**src/rtl/instruction_fetch_unit.sv**
```systemverilog
// Instruction fetch unit: drives the fetch PC into a combinational-read instruction
// memory, queues returned words in a prefetch FIFO and hands them to decode via valid/ready.
module instruction_fetch_unit #(
    parameter int unsigned              ADDR_WIDTH = 10,
    parameter int unsigned              DATA_WIDTH = 32,
    parameter logic [ADDR_WIDTH-1:0]    RESET_PC   = '0,
    parameter int unsigned              FIFO_DEPTH = 4
) (
    input  logic                  clk,
    input  logic                  rst_n,
    input  logic                  fetch_enable,
    output logic [ADDR_WIDTH-1:0] imem_address,
    input  logic [DATA_WIDTH-1:0] imem_instruction,
    input  logic                  redirect_valid,
    input  logic [ADDR_WIDTH-1:0] redirect_pc,
    output logic                  if_valid,
    output logic [DATA_WIDTH-1:0] if_instruction,
    output logic [ADDR_WIDTH-1:0] if_pc,
    input  logic                  if_ready,
    output logic [31:0]           fetch_count
);

    localparam int unsigned     PTR_W   = $clog2(FIFO_DEPTH);
    localparam logic [PTR_W:0]  DEPTH_C = (PTR_W+1)'(FIFO_DEPTH);

    logic [ADDR_WIDTH-1:0] r_fetch_pc;
    logic [PTR_W-1:0]      r_rd_ptr;
    logic [PTR_W-1:0]      r_wr_ptr;
    logic [PTR_W:0]        r_count;
    logic [31:0]           r_fetch_count;
    logic [DATA_WIDTH-1:0] r_fifo_instr [FIFO_DEPTH];
    logic [ADDR_WIDTH-1:0] r_fifo_pc    [FIFO_DEPTH];

    logic w_valid;
    logic w_pop;
    logic w_push;

    assign w_valid = (r_count != '0);
    assign w_pop   = w_valid && if_ready;
    // A full queue still accepts a new word when the head leaves in the same cycle.
    assign w_push  = fetch_enable && !redirect_valid && ((r_count < DEPTH_C) || w_pop);

    always_ff @(posedge clk or negedge rst_n) begin
        if (!rst_n) begin
            r_fetch_pc    <= RESET_PC;
            r_rd_ptr      <= '0;
            r_wr_ptr      <= '0;
            r_count       <= '0;
            r_fetch_count <= '0;
        end else if (redirect_valid) begin
            r_fetch_pc <= redirect_pc;
            r_rd_ptr   <= '0;
            r_wr_ptr   <= '0;
            r_count    <= '0;
        end else begin
            if (w_push) begin
                r_wr_ptr   <= r_wr_ptr + 1'b1;
                r_fetch_pc <= r_fetch_pc + 1'b1;
            end
            if (w_pop) begin
                r_rd_ptr      <= r_rd_ptr + 1'b1;
                r_fetch_count <= r_fetch_count + 32'd1;
            end
            case ({w_push, w_pop})
                2'b10:   r_count <= r_count + 1'b1;
                2'b01:   r_count <= r_count - 1'b1;
                default: r_count <= r_count;
            endcase
        end
    end

    // Payload storage needs no reset: the head is only exposed while the queue is non-empty.
    always_ff @(posedge clk) begin
        if (w_push) begin
            r_fifo_instr[r_wr_ptr] <= imem_instruction;
            r_fifo_pc[r_wr_ptr]    <= r_fetch_pc;
        end
    end

    assign imem_address   = r_fetch_pc;
    assign if_valid       = w_valid;
    assign if_instruction = w_valid ? r_fifo_instr[r_rd_ptr] : '0;
    assign if_pc          = w_valid ? r_fifo_pc[r_rd_ptr]    : '0;
    assign fetch_count    = r_fetch_count;

endmodule

```
**config.mk**
```make
export PLATFORM = sky130hd
export DESIGN_NAME = instruction_fetch_unit
export DESIGN_NICKNAME = d
export VERILOG_FILES = /design/src/rtl/instruction_fetch_unit.sv
export SDC_FILE = /design/constraint.sdc
export NUM_CORES = 1
export LEC_CHECK = 0
export BUFFER_PORTS_ARGS = -buffer_cell sky130_fd_sc_hd__buf_2
export CAP_MARGIN = 25
export CORE_MARGIN = 2
export CORE_UTILIZATION = 53
export CTS_CLUSTER_DIAMETER = 40
export DETAILED_ROUTE_END_ITERATION = 8
export PLACE_DENSITY = 0.75
export SLEW_MARGIN = 40
export SYNTH_ARGS = -nofsm -noshare
export SYNTH_HDL_FRONTEND = slang
export SYNTH_SLANG_ARGS = --single-unit
```
**constraint.sdc**
```tcl
create_clock -name clk -period 4.9 [get_ports clk]
set_input_delay 0.49 -clock clk [delete_from_list [all_inputs] [get_ports clk]]
set_output_delay 0.49 -clock clk [all_outputs]
set_load 0.005 [all_outputs]
```
# After elaboration in Yosys (flattened, before gate mapping)
# Memory sizes are Yosys's and may differ from the RTL's.
# Cells that the tools add are included.
# op_classes
n_addsub,6
magnitude_cmp,1
n_eq_ne,2
n_mux,12
n_bitwise,1
n_reduce_logical,10
# ops
cell,count
$add A32 B1 Y32 const B,1
$mux W32,1
$mux W10,3
$add A10 B1 Y10 const B,1
$mux W2,4
$pmux W3 S2,1
$reduce_bool A3 Y1,2
$add A2 B1 Y2 const B,2
$reduce_bool A2 Y1,2
$add A3 B1 Y3 const B,1
$logic_and A1 B1 Y1,3
$lt A3 B3 Y1 const B,1
$mux W3,1
$sub A3 B1 Y3 const B,1
$eq A2 B1 Y1 const B,1
$eq A2 B2 Y1 const B,1
$mux W1,2
$reduce_and A2 Y1,1
$logic_not A1 Y1,1
$logic_or A1 B1 Y1,1
$not A1 Y1,1
# totals
ff_bits,49
ramBits,168
in_bits,47
output_inout_bits,85
word_cells,39
n_memories,2
# memory_table
memory,words,width,rd,rd_ports_with_merged_regs,wr,line,rtl
r_fifo_instr,4,32,1,0,1,31,logic [DATA_WIDTH-1:0] r_fifo_instr [FIFO_DEPTH];
r_fifo_pc,4,10,1,0,1,32,logic [ADDR_WIDTH-1:0] r_fifo_pc [FIFO_DEPTH];

# Depth between registers and ports, before layout
# Gate-level depths: netlist of run 1.
# depth
depth_word,7
mapped_depth,10

# Worst setup path before layout of run 1
# No wires, ideal clock.
# synth_path
kind,input to register
from,input redirect_valid
to,memory r_fifo_instr[0][0] (enable)
t_arrival_ps,1907
required_ps,4496
path_slack_ps,2589
stages,3
path_cell_list,clkbuf_1 nor2_1 and2_1
# synth_between
elab_chain_len,5
# synth_lines
item,line,rtl
start: declaration,14,"input logic redirect_valid,"
$logic_not A1 Y1,41,assign w_push = fetch_enable && !redirect_valid && ((r_count < DEPTH_C) || w_pop);
$logic_and A1 B1 Y1 (2 in a row),41,
$mux W1,74,if (w_push) begin
$mux W1 (implied by the code),75,r_fifo_instr[r_wr_ptr] <= imem_instruction;
end: declaration,31,
# No other way between the ends.

# Worst setup path after layout of run 1
# layout_path
from,register r_count[0]
to,register r_count[2]
# layout_between
elab_chain_len,7
# layout_lines
item,line,rtl
start: declaration,29,logic [PTR_W:0] r_count;
start signal: assignment,65,2'b10: r_count <= r_count + 1'b1;
start signal: assignment,66,2'b01: r_count <= r_count - 1'b1;
start signal: assignment,67,default: r_count <= r_count;
branches (longest 7 deep; another with $lt A3 B3 Y1),--,
# Several ways; the timed one is not identified.
# A chain may end at the register's enable or synchronous reset.

==> results of run 1 <==
## Yosys cell counts
library cell,instances
nand3_2,2
mux2i_1,2
buf_2,6
nor3_1,6
nand3_1,13
nor2_1,16
nor4_4,2
a21oi_1,3
edfxtp_1,168
nor4b_1,1
nor4_2,4
nand4_2,2
inv_2,1
a21o_1,1
nand4_1,9
nor2b_1,1
dfrtp_1,49
mux4_2,42
o21ai_1,4
nand2b_1,3
xor2_1,27
or4_1,1
and3_1,4
nor2_4,1
ha_1,6
mux2_2,2
and2_1,49
fa_1,1
inv_1,6
xnor2_1,17
clkbuf_1,12
nor4_1,2
nor3_4,1
o21ai_0,6
nor3_2,3
or2_1,1
and4_1,2
nand2_1,29
## layout make-up
| type | count | area [sq um] |
|---|---|---|
| flip-flops and latches | 217 | 6279 |
| well taps | 220 | 275.3 |
| multi-input cells | 263 | 2471 |
| repair buffers | 136 | 708.2 |
| fillers | 1162 | 5512 |
| inverters | 7 | 26.28 |
| clock inverters | 19 | 251.5 |
| clock buffers | 41 | 940.9 |
| diodes | 1 | 2.502 |
## flip-flops by register name (all words and copies together) (netlist names)
| signal | count |
|---|---|
| r_fifo_instr | 128 |
| r_fifo_pc | 40 |
| fetch_count | 32 |
| imem_address | 10 |
| r_count | 3 |
| r_rd_ptr | 2 |
| r_wr_ptr | 2 |
## worst paths after layout
| path | startpoint | slack (ns) | to | depth (start not counted) |
|---|---|---|---|---|
| min in group clk | imem_instruction[7] | 0.22 | r_fifo_instr[1][7]$_DFFE_PP_ | 1 |
| max in group asynchronous | rst_n | 4.39 | r_rd_ptr[0]$_DFFE_PN0P_ | 1 |
| setup reg to reg | r_count[0]$_DFFE_PN0P_ | 1.90 | r_count[2]$_DFFE_PN0P_ | 10 |
| hold reg to reg | fetch_count[31]$_DFFE_PN0P_ | 0.46 | fetch_count[31]$_DFFE_PN0P_ | 1 |
| hold / removal | rst_n | 0.02 | fetch_count[21]$_DFFE_PN0P_ | 1 |
| setup / recovery | r_count[0]$_DFFE_PN0P_ | 1.90 | r_count[2]$_DFFE_PN0P_ | 10 |
## layout by cell type, fill, tap and decap left out, types with 16 or more instances in the layout
cell type	count
and2_1	45
buf_2	130
clkbuf_16	37
dfrtp_1	47
edfxtp_1	168
mux4_2	42
nand2_1	29
nor2_1	16
xnor2_1	17
xor2_1	27
## power by group through the flow
stage          clock network, uW  logic [uW]  registers (uW)
3_3_place_gp                   0         983            2340
3_5_place_dp                   0        1070            2300
4_1_cts                     2510        1080            2270
6_report                    2470        1050            2260
5_1_grt                     2590        1160            2280
2_1_floorplan                  0         715            2210
## cells by family (layout without fill, tap and decap cells)
family	after synthesis	in the layout	share of synthesized area, %
AO/OA/AOI/OAI	14	14	0.8211
XOR/XNOR	44	44	4.360
adder cells (fa/ha/maj)	7	7	1.076
buffers and inverters	25	203	1.147
flip-flops	217	217	70.95
multiplexers	46	46	11.18
other	0	1	0
AND/OR/NAND/NOR	152	152	10.46
## layer usage
layer / GRT usage [%] / share of wire (%)
met1: 25.72 / 40
met2: 34.57 / 51
met3: 5.099 / 6.7
met4: 8.274 / 2.3
met5: 0 / 0
## worst max-delay path, stage by stage, from the launching register on
cell,delay (ns)
dfrtp_1,0.45
nor3_4,0.43
inv_2,0.41
nand2_1,0.29
nor2_1,0.08
fa_1,0.44
nor4b_1,0.40
a21oi_1,0.09
o21ai_0,0.16
a21oi_1,0.06
nor2_1,0.10
## through the flow
stage	instance area [sq um]	util, %
final	10950	66.53
after global routing	10950	66.51
after CTS	10950	66.51
after detailed placement	9759	59.27
after global placement	9734	59.12
after floorplan	8838	-
==> run_results.csv, run 1 <==
group,metric,value,unit
clocking,cts_inserted_buffers,34,
clocking,worst_setup_hold_path_clk_slew,0.05,ns
routing,drtIter0Drc,295,
placed_design,dp_cells,843,
pwr,cellInternalPower,4346,uW
timing,grt_setup_unrepaired,"no",
floorplan,placement_rows,47,
timing,fmax,333.1,MHz
placed_design,hpwl_after_detailed_placement,10550,microns
cells_and_area,finalNetCount,713,
clocking,ctsRootBufferMaster,"clkbuf_16",
clocking,resized_gates_after_cts,0,
pwr,power_density,528.7,mW/mm^2
synthesis,synth_nets,559,
timing,final.hold.worst_slack,0.01522,ns
grt,antenna_violations_before_repair,1,
grt,grt_pass1_wl,28120,microns
critical_path,critical_path.endpoint_type,"register",
floorplan,die_x,133.1,microns
critical_path,cp_data_arrival_time,3.41,ns
routing,drc,0,
synthesis,sequential_element_share_of_the_synthesized_area,70.95,%
timing,setup_violations,0,
synthesis,synth_warnings,0,
routing,totalWireLength,17680,microns
cells_and_area,drive_gt1_share,36.90,%
routing,detail_route.wl_per_cell,19.56,microns
grt,groute.usage.overall,20.47,%
routing,post_drt_via_cell_ratio,5.587,
clocking,tritoncts,"done",
synthesis,synthCells,505,
clocking,cts-hold-fix-buffers,0,
synthesis,post_syn_area_per_cell,17.50,sq um
pwr,power_switching,1446,uW
routing,detail-route-antenna-nets,0,
routing,drt_pass1_iterations,5,
timing,slew_headroom,52.84,%
floorplan,die_area,0.01772,sq mm
grt,first_global_vias,5304,
timing,report.final.hold_viol_count,0,
timing,drv_slew,0,
timing,timing.final.crit_period,3.002,ns
clocking,numClockSinks,217,
synthesis,synth_top_area_share,57.08,%
clocking,cts_buffer_depth,3,
floorplan,core_region_area,0.01647,sq mm
synthesis,netlist.top_cell.by_area,"edfxtp_1",
clocking,postCtsSetupRepairBufs,0,
pwr,max-vdd-ir-drop,0.3319,mV
timing,tightestPinTransition,0.7063,ns
timing,postLayoutSetupSlackWorst,1.898,ns
placed_design,detailedPlace.worstSlack,1.892,ns
grt,maximum_number_of_pins_on_one_net_before_global_route_repair,50,
pwr,comb_power_share,18.2,%
pwr,share_clk_of_total_power,42.7,%
synthesis,dominant_cells_by_area_after_synthesis,"edfxtp_1 57%, dfrtp_1 14%, mux4_2 11%",
placed_design,io_buffer_count,131,
hold_path,worst_hold_path_type,"input pin to asynchronous set/reset pin",
critical_path,crit_required,5.31,ns
pwr,swShare,24.96,%
pwr,p_seq_share,39.1,%
synthesis,synth_area,0.008838,sq mm
clocking,h-tree-depth,2,
clocking,clk_latency,0.49,ns
floorplan,die_h,133.1,microns
timing,timing.clock.skew,0.006726,ns
pwr,power.total,5792,uW
pwr,static-leakage-power,0.004262,uW
cells_and_area,syn2layout_area_growth,23.94,%
synthesis,synth_seq_cells,217,
cells_and_area,stdcell_count,904,
grt,grt-ovfl-total,0,
timing,totalNegativeSetupSlack,0,ns
flow_run,cap_viol_max_count,0,
placed_design,place.gp.congestion,0.8010,
critical_path,cp_max_fo,45,
timing,period_utilisation_layout,61.27,%
synthesis,yosys.cell_types.count,38,
status,outcome,"finished clean",
critical_path,crit_type,"register to register",
critical_path,startpoint_type,"register",
routing,detailroute.via_count,5051,
floorplan,io_pins,132,
floorplan,initial_standard_cell_utilization_of_the_core,53.68,%
(Power assumes the default switching activity.)
==> run 2, diff against run 1 <==
CORE_UTILIZATION = 51   (was 53)
clock period = 2.7 ns   (was 4.9 ns; I/O delays follow)
==> run_results.csv, run 2 (synthesis gave the netlist of run 1 again) <==
group,metric,value,unit
cells_and_area,largest_register,"r_fifo_instr",
clocking,numClockSinks,217,
timing,timing.final.crit_period,2.450,ns
timing,timing.clock.skew,0.009615,ns
cells_and_area,layout_commonest_cell,"edfxtp_1",
clocking,tritoncts,"done",
critical_path,critical_path.startpoint,"r_rd_ptr[0]$_DFFE_PN0P_",
routing,detailroute.via_count,5071,
critical_path,cp_data_arrival_time,2.18,ns
critical_path,cp-endpoint,"if_instruction[10]",
clocking,cts_inserted_buffers,27,
critical_path,worst_r2r_startpoint,"r_count[1]$_DFFE_PN0P_",
timing,report.final.hold_viol_count,0,
timing,slew_headroom,59.60,%
routing,detail-route-antenna-nets,0,
timing,fmax,408.2,MHz
routing,post_drt_via_cell_ratio,5.360,
clocking,cts_buffer_depth,3,
flow_run,cap_viol_max_count,0,
cells_and_area,largest_reg_flops,128,
grt,groute.usage.overall,19.49,%
timing,period_utilisation_layout,90.74,%
timing,setup_violations,0,
timing,final.hold.worst_slack,0.05601,ns
critical_path,critical_path.endpoint_type,"primary output",
cells_and_area,syn2layout_area_growth,27.63,%
grt,grt-ovfl-total,0,
pwr,static-leakage-power,0.004381,uW
pwr,power_density,883.0,mW/mm^2
cells_and_area,insertedDiodeCount,0,
routing,detail_route.wl_per_cell,18.45,microns
cells_and_area,final_area,0.01128,sq mm
timing,tightestPinTransition,0.6060,ns
critical_path,timing.reg2reg.setup_slack,0.35,ns
grt,antenna_violations_before_repair,0,
floorplan,io_pins,132,
floorplan,core_region_area,0.01712,sq mm
floorplan,die_h,135.6,microns
clocking,worst_setup_hold_path_clk_slew,0.06,ns
cells_and_area,layout_common_cells,"168 x edfxtp_1, 131 x buf_2, 47 x dfrtp_1",
floorplan,initial_standard_cell_utilization_of_the_core,51.64,%
grt,maximum_number_of_pins_on_one_net_before_global_route_repair,45,
placed_design,place.gp.congestion,0.8035,
placed_design,io_buffer_count,131,
critical_path,cp_max_fo,41,
placed_design,dp_cells,854,
timing,drv_slew,0,
critical_path,crit_type,"register to primary output",
clocking,clk_latency,0.51,ns
floorplan,placement_rows,48,
clocking,ctsRootBufferMaster,"clkbuf_16",
cells_and_area,drive_gt1_share,34.95,%
grt,grt_pass1_wl,27730,microns
hold_path,worst_hold_path_type,"input pin to register",
critical_path,reg2reg_to,"r_count[2]$_DFFE_PN0P_",
critical_path,ff2ff_path_depth,10,
floorplan,die_area,0.01840,sq mm
routing,totalWireLength,17460,microns
critical_path,crit_required,2.43,ns
placed_design,dpl_cell_area,0.009868,sq mm
grt,first_global_vias,5372,
status,outcome,"finished clean",
routing,drt_pass1_iterations,4,
pwr,max-vdd-ir-drop,0.5311,mV
pwr,power.total,9961,uW
cells_and_area,stdcell_count,946,
routing,drc,0,
timing,totalNegativeSetupSlack,0,ns
timing,grt_setup_unrepaired,"no",
clocking,postCtsSetupRepairBufs,0,
routing,drtIter0Drc,301,
placed_design,hpwl_after_detailed_placement,10740,microns
clocking,h-tree-depth,1,
critical_path,startpoint_type,"register",
cells_and_area,finalNetCount,755,
floorplan,die_x,135.6,microns
## run 2: cell count changes in the layout (fill, tap and decap cells not counted), moves of 2 or more
cell	before	now
clkinv_1	6	4
clkbuf_16	37	27
clkbuf_1	4	1
buf_12	1	6
inv_6	0	4
dlygate4sd3_1	0	43
## run 2: layout make-up
type	count	area (sq um)
fillers	1209	5836
multi-input cells	263	2471
inverters	7	26.28
well taps	225	281.5
clock inverters	21	302.8
flip-flops and latches	217	6276
clock buffers	28	679.4
repair buffers	185	1244
## run 2: repair_timing
action	CTS	global route
resized for setup	0	0
hold endpoints to repair	164	0
hold buffers	43	0
## run 2: critical path, cell delays in order, from the launching register on
cell	delay, ns
dfrtp_4	0.46
buf_12	0.32
mux4_2	0.56
and2_1	0.18
buf_2	0.13
## run 2: routing by layer
metal  track usage (%)  routed length [microns]  vias to the layer above  part of all wire [%]
li1                  -                        -                     2325                     -
met1             24.44                     7187                     2571                    41
met2             34.85                     8952                      153                    51
met3             3.928                     1034                       22                   5.9
met4             4.977                      284                        0                   1.6
met5                 0                        0                        -                     0
## run 2: worst min path at each step
stage                                  endpoint  cells past startpoint    startpoint  slack (ns)
finish                   r_count[2]$_DFFE_PN0P_                      3  fetch_enable        0.06
global placement    fetch_count[21]$_DFFE_PN0P_                      1         rst_n        0.31
floorplan            fetch_count[0]$_DFFE_PN0P_                      0         rst_n       -0.03
CTS                      r_count[2]$_DFFE_PN0P_                      3  fetch_enable        0.03
detailed placement  fetch_count[20]$_DFFE_PN0P_                      1         rst_n        0.32
global route             r_count[2]$_DFFE_PN0P_                      3  fetch_enable        0.06
## run 2: stage by stage
| stage | worst slack, ns | utilization [%] |
|---|---|---|
| 2_1_floorplan | 0.4888 | - |
| 3_3_place_gp | 0.4620 | 57.65 |
| 3_5_place_dp | 0.3507 | 57.65 |
| 4_1_cts | 0.1839 | 65.91 |
| 5_1_grt | 0.1074 | 65.91 |
| 6_report | 0.2501 | 65.91 |
## run 2: where the power goes
group	switching, uW	internal (uW)	total, uW
clock	1360	2510	3870
combinational	999	1080	2080
sequential	186	3830	4020
total	2540	7420	9960
==> run 3, diff against run 2 <==
CELL_PAD_IN_SITES_DETAIL_PLACEMENT = 0   (was default)
CELL_PAD_IN_SITES_GLOBAL_PLACEMENT = 1   (was default)
CORE_UTILIZATION = 43   (was 51)
PLACE_DENSITY = default   (was 0.75)
PLACE_DENSITY_LB_ADDON = 0.1   (was default)
==> run_results.csv, run 3 (synthesis gave the netlist of run 1 again) <==
group,metric,value,unit
status,outcome,"finished clean",
grt,grt_pass1_wl,28350,microns
critical_path,slowest_delay,0.61,ns
critical_path,critical_path.endpoint_type,"primary output",
timing,setup_violations,0,
clocking,resized_gates_after_cts,0,
grt,maximum_number_of_pins_on_one_net_before_global_route_repair,45,
floorplan,initial_standard_cell_utilization_of_the_core,43.68,%
placed_design,io_buffer_count,131,
pwr,static-leakage-power,0.004383,uW
cells_and_area,layout_common_cells,"168 x edfxtp_1, 130 x buf_2, 47 x dfrtp_1",
pwr,p_seq_share,41.0,%
floorplan,core_region_area,0.02023,sq mm
pwr,power_density,869.9,mW/mm^2
pwr,swShare,26.99,%
cells_and_area,drive_gt1_share,35.75,%
floorplan,die_area,0.02172,sq mm
floorplan,placement_rows,52,
clocking,cts_inserted_buffers,31,
clocking,tritoncts,"done",
clocking,clk_latency,0.53,ns
routing,drtIter0Drc,209,
clocking,worst_setup_hold_path_clk_slew,0.05,ns
pwr,max-vdd-ir-drop,0.6776,mV
placed_design,place.gp.congestion,0.7541,
cells_and_area,syn2layout_area_growth,28.54,%
timing,drv_slew,0,
critical_path,worst-path-buf-inv,2,
grt,grt-ovfl-total,0,
timing,grt_setup_unrepaired,"no",
routing,detail_route.wl_per_cell,17.89,microns
grt,antenna_violations_before_repair,0,
critical_path,cp_data_arrival_time,2.21,ns
clocking,ctsRootBufferMaster,"clkbuf_16",
timing,tightestPinTransition,0.5253,ns
cells_and_area,final_core_util,56.15,%
timing,report.final.hold_viol_count,0,
critical_path,critical_path.top_delay_family,"flip-flops",
clocking,cts_buffer_depth,3,
critical_path,crit_type,"register to primary output",
floorplan,io_pins,132,
clocking,numClockSinks,217,
pwr,share_clk_of_total_power,37.9,%
clocking,postCtsSetupRepairBufs,0,
flow_run,cap_viol_max_count,0,
placed_design,hpwl_after_detailed_placement,11000,microns
pwr,comb_power_share,21.0,%
critical_path,startpoint_type,"register",
floorplan,die_x,147.4,microns
grt,groute.usage.overall,16.74,%
floorplan,die_h,147.4,microns
timing,slew_headroom,64.98,%
pwr,power_switching,2667,uW
routing,drc,0,
timing,timing.final.crit_period,2.482,ns
cells_and_area,largest_reg_flops,128,
timing,period_utilisation_layout,91.93,%
routing,detailroute.via_count,5005,
cells_and_area,insertedDiodeCount,0,
pwr,cellInternalPower,7216,uW
cells_and_area,largest_register,"r_fifo_instr",
grt,first_global_vias,5251,
critical_path,cp_max_fo,15,
cells_and_area,fillerInstances,1616,
hold_path,worst_hold_path_type,"input pin to register",
timing,totalNegativeSetupSlack,0,ns
critical_path,crit_slowest_cell,"dfrtp_4",
timing,final.hold.worst_slack,0.03742,ns
critical_path,critical_path.cell_chain,"buf_4 -> mux4_2 -> and2_1 -> buf_2",
timing,fmax,402.9,MHz
timing,postLayoutSetupSlackWorst,0.2178,ns
routing,totalWireLength,17890,microns
placed_design,detailedPlace.worstSlack,0.3680,ns
routing,post_drt_via_cell_ratio,5.005,
timing,timing.clock.skew,0.007993,ns
routing,drt_pass1_iterations,4,
cells_and_area,layout_commonest_cell,"edfxtp_1",
clocking,h-tree-depth,1,
routing,detail-route-antenna-nets,0,
clocking,cts-hold-fix-buffers,43,
critical_path,crit_required,2.43,ns
cells_and_area,finalNetCount,760,
[run 3: changes by cell type in the layout (fill, tap and decap cells not counted), moves of 2 or more]
cell and delta:
clkbuf_16 +4, clkinvlp_4 +4, clkbuf_8 +2, buf_4 +2
clkinv_4 +4, bufinv_16 -6
[run 3: layer usage]
layer | vias to the layer above | GRT usage (%) | wire (microns)
li1 | 2337 | - | -
met2 | 125 | 29.21 | 9135
met4 | 0 | 4.375 | 361
met1 | 2512 | 21.71 | 7649
met3 | 31 | 3.272 | 749
met5 | - | 0 | 0
[run 3: worst reg2reg max path: cells and delay by family, from the launching register on]
kind / cells / cell delay [ns]
compound gates: 3 / 0.28
simple gates: 5 / 1.09
flops: 1 / 0.44
fa+ha+maj: 1 / 0.44
buf+inv: 1 / 0.07
[run 3: per-stage QoR]
| step | total power [uW] | instances | area (sq um) |
|---|---|---|---|
| after floorplan | 5313 | 505 | 8838 |
| after global placement | 6183 | 900 | 9932 |
| after detailed placement | 6219 | 900 | 9935 |
| after CTS | 10060 | 1000 | 11360 |
| after global routing | 10390 | 1000 | 11360 |
| final | 9883 | 1000 | 11360 |
[run 3: power groups by stage]
| stage | Clock [uW] | Combinational (uW) | Sequential [uW] |
|---|---|---|---|
| floorplan | 0 | 1300 | 4020 |
| global placement | 0 | 2080 | 4110 |
| detailed placement | 0 | 2090 | 4130 |
| CTS | 3850 | 2150 | 4060 |
| global route | 3990 | 2310 | 4090 |
| finish | 3750 | 2080 | 4060 |
[run 3: final cells by class]
cell class,count,area (sq um),share of cell area [%]
Clock buffer,35,810.8,7.137
Tap cell,270,337.8,2.974
Inverter,7,26.28,0.2313
Timing Repair Buffer,186,1254,11.04
Multi-Input combinational cell,263,2471,21.75
Sequential cell,217,6276,55.24
Clock inverter,22,185.2,1.630
[run 3: path summary, 6_finish.rpt]
| check | start | end | slack [ns] | cells after the start |
|---|---|---|---|---|
| max | r_rd_ptr[0]$_DFFE_PN0P_ | if_instruction[12] | 0.22 | 4 |
| min | fetch_enable | r_count[2]$_DFFE_PN0P_ | 0.04 | 3 |
| max reg2reg | r_count[1]$_DFFE_PN0P_ | r_count[2]$_DFFE_PN0P_ | 0.33 | 10 |
| min reg2reg | fetch_count[31]$_DFFE_PN0P_ | fetch_count[31]$_DFFE_PN0P_ | 0.46 | 1 |
| max in group asynchronous | rst_n | fetch_count[28]$_DFFE_PN0P_ | 1.86 | 3 |
| min in group asynchronous | rst_n | imem_address[5]$_DFFE_PN0P_ | 0.26 | 2 |
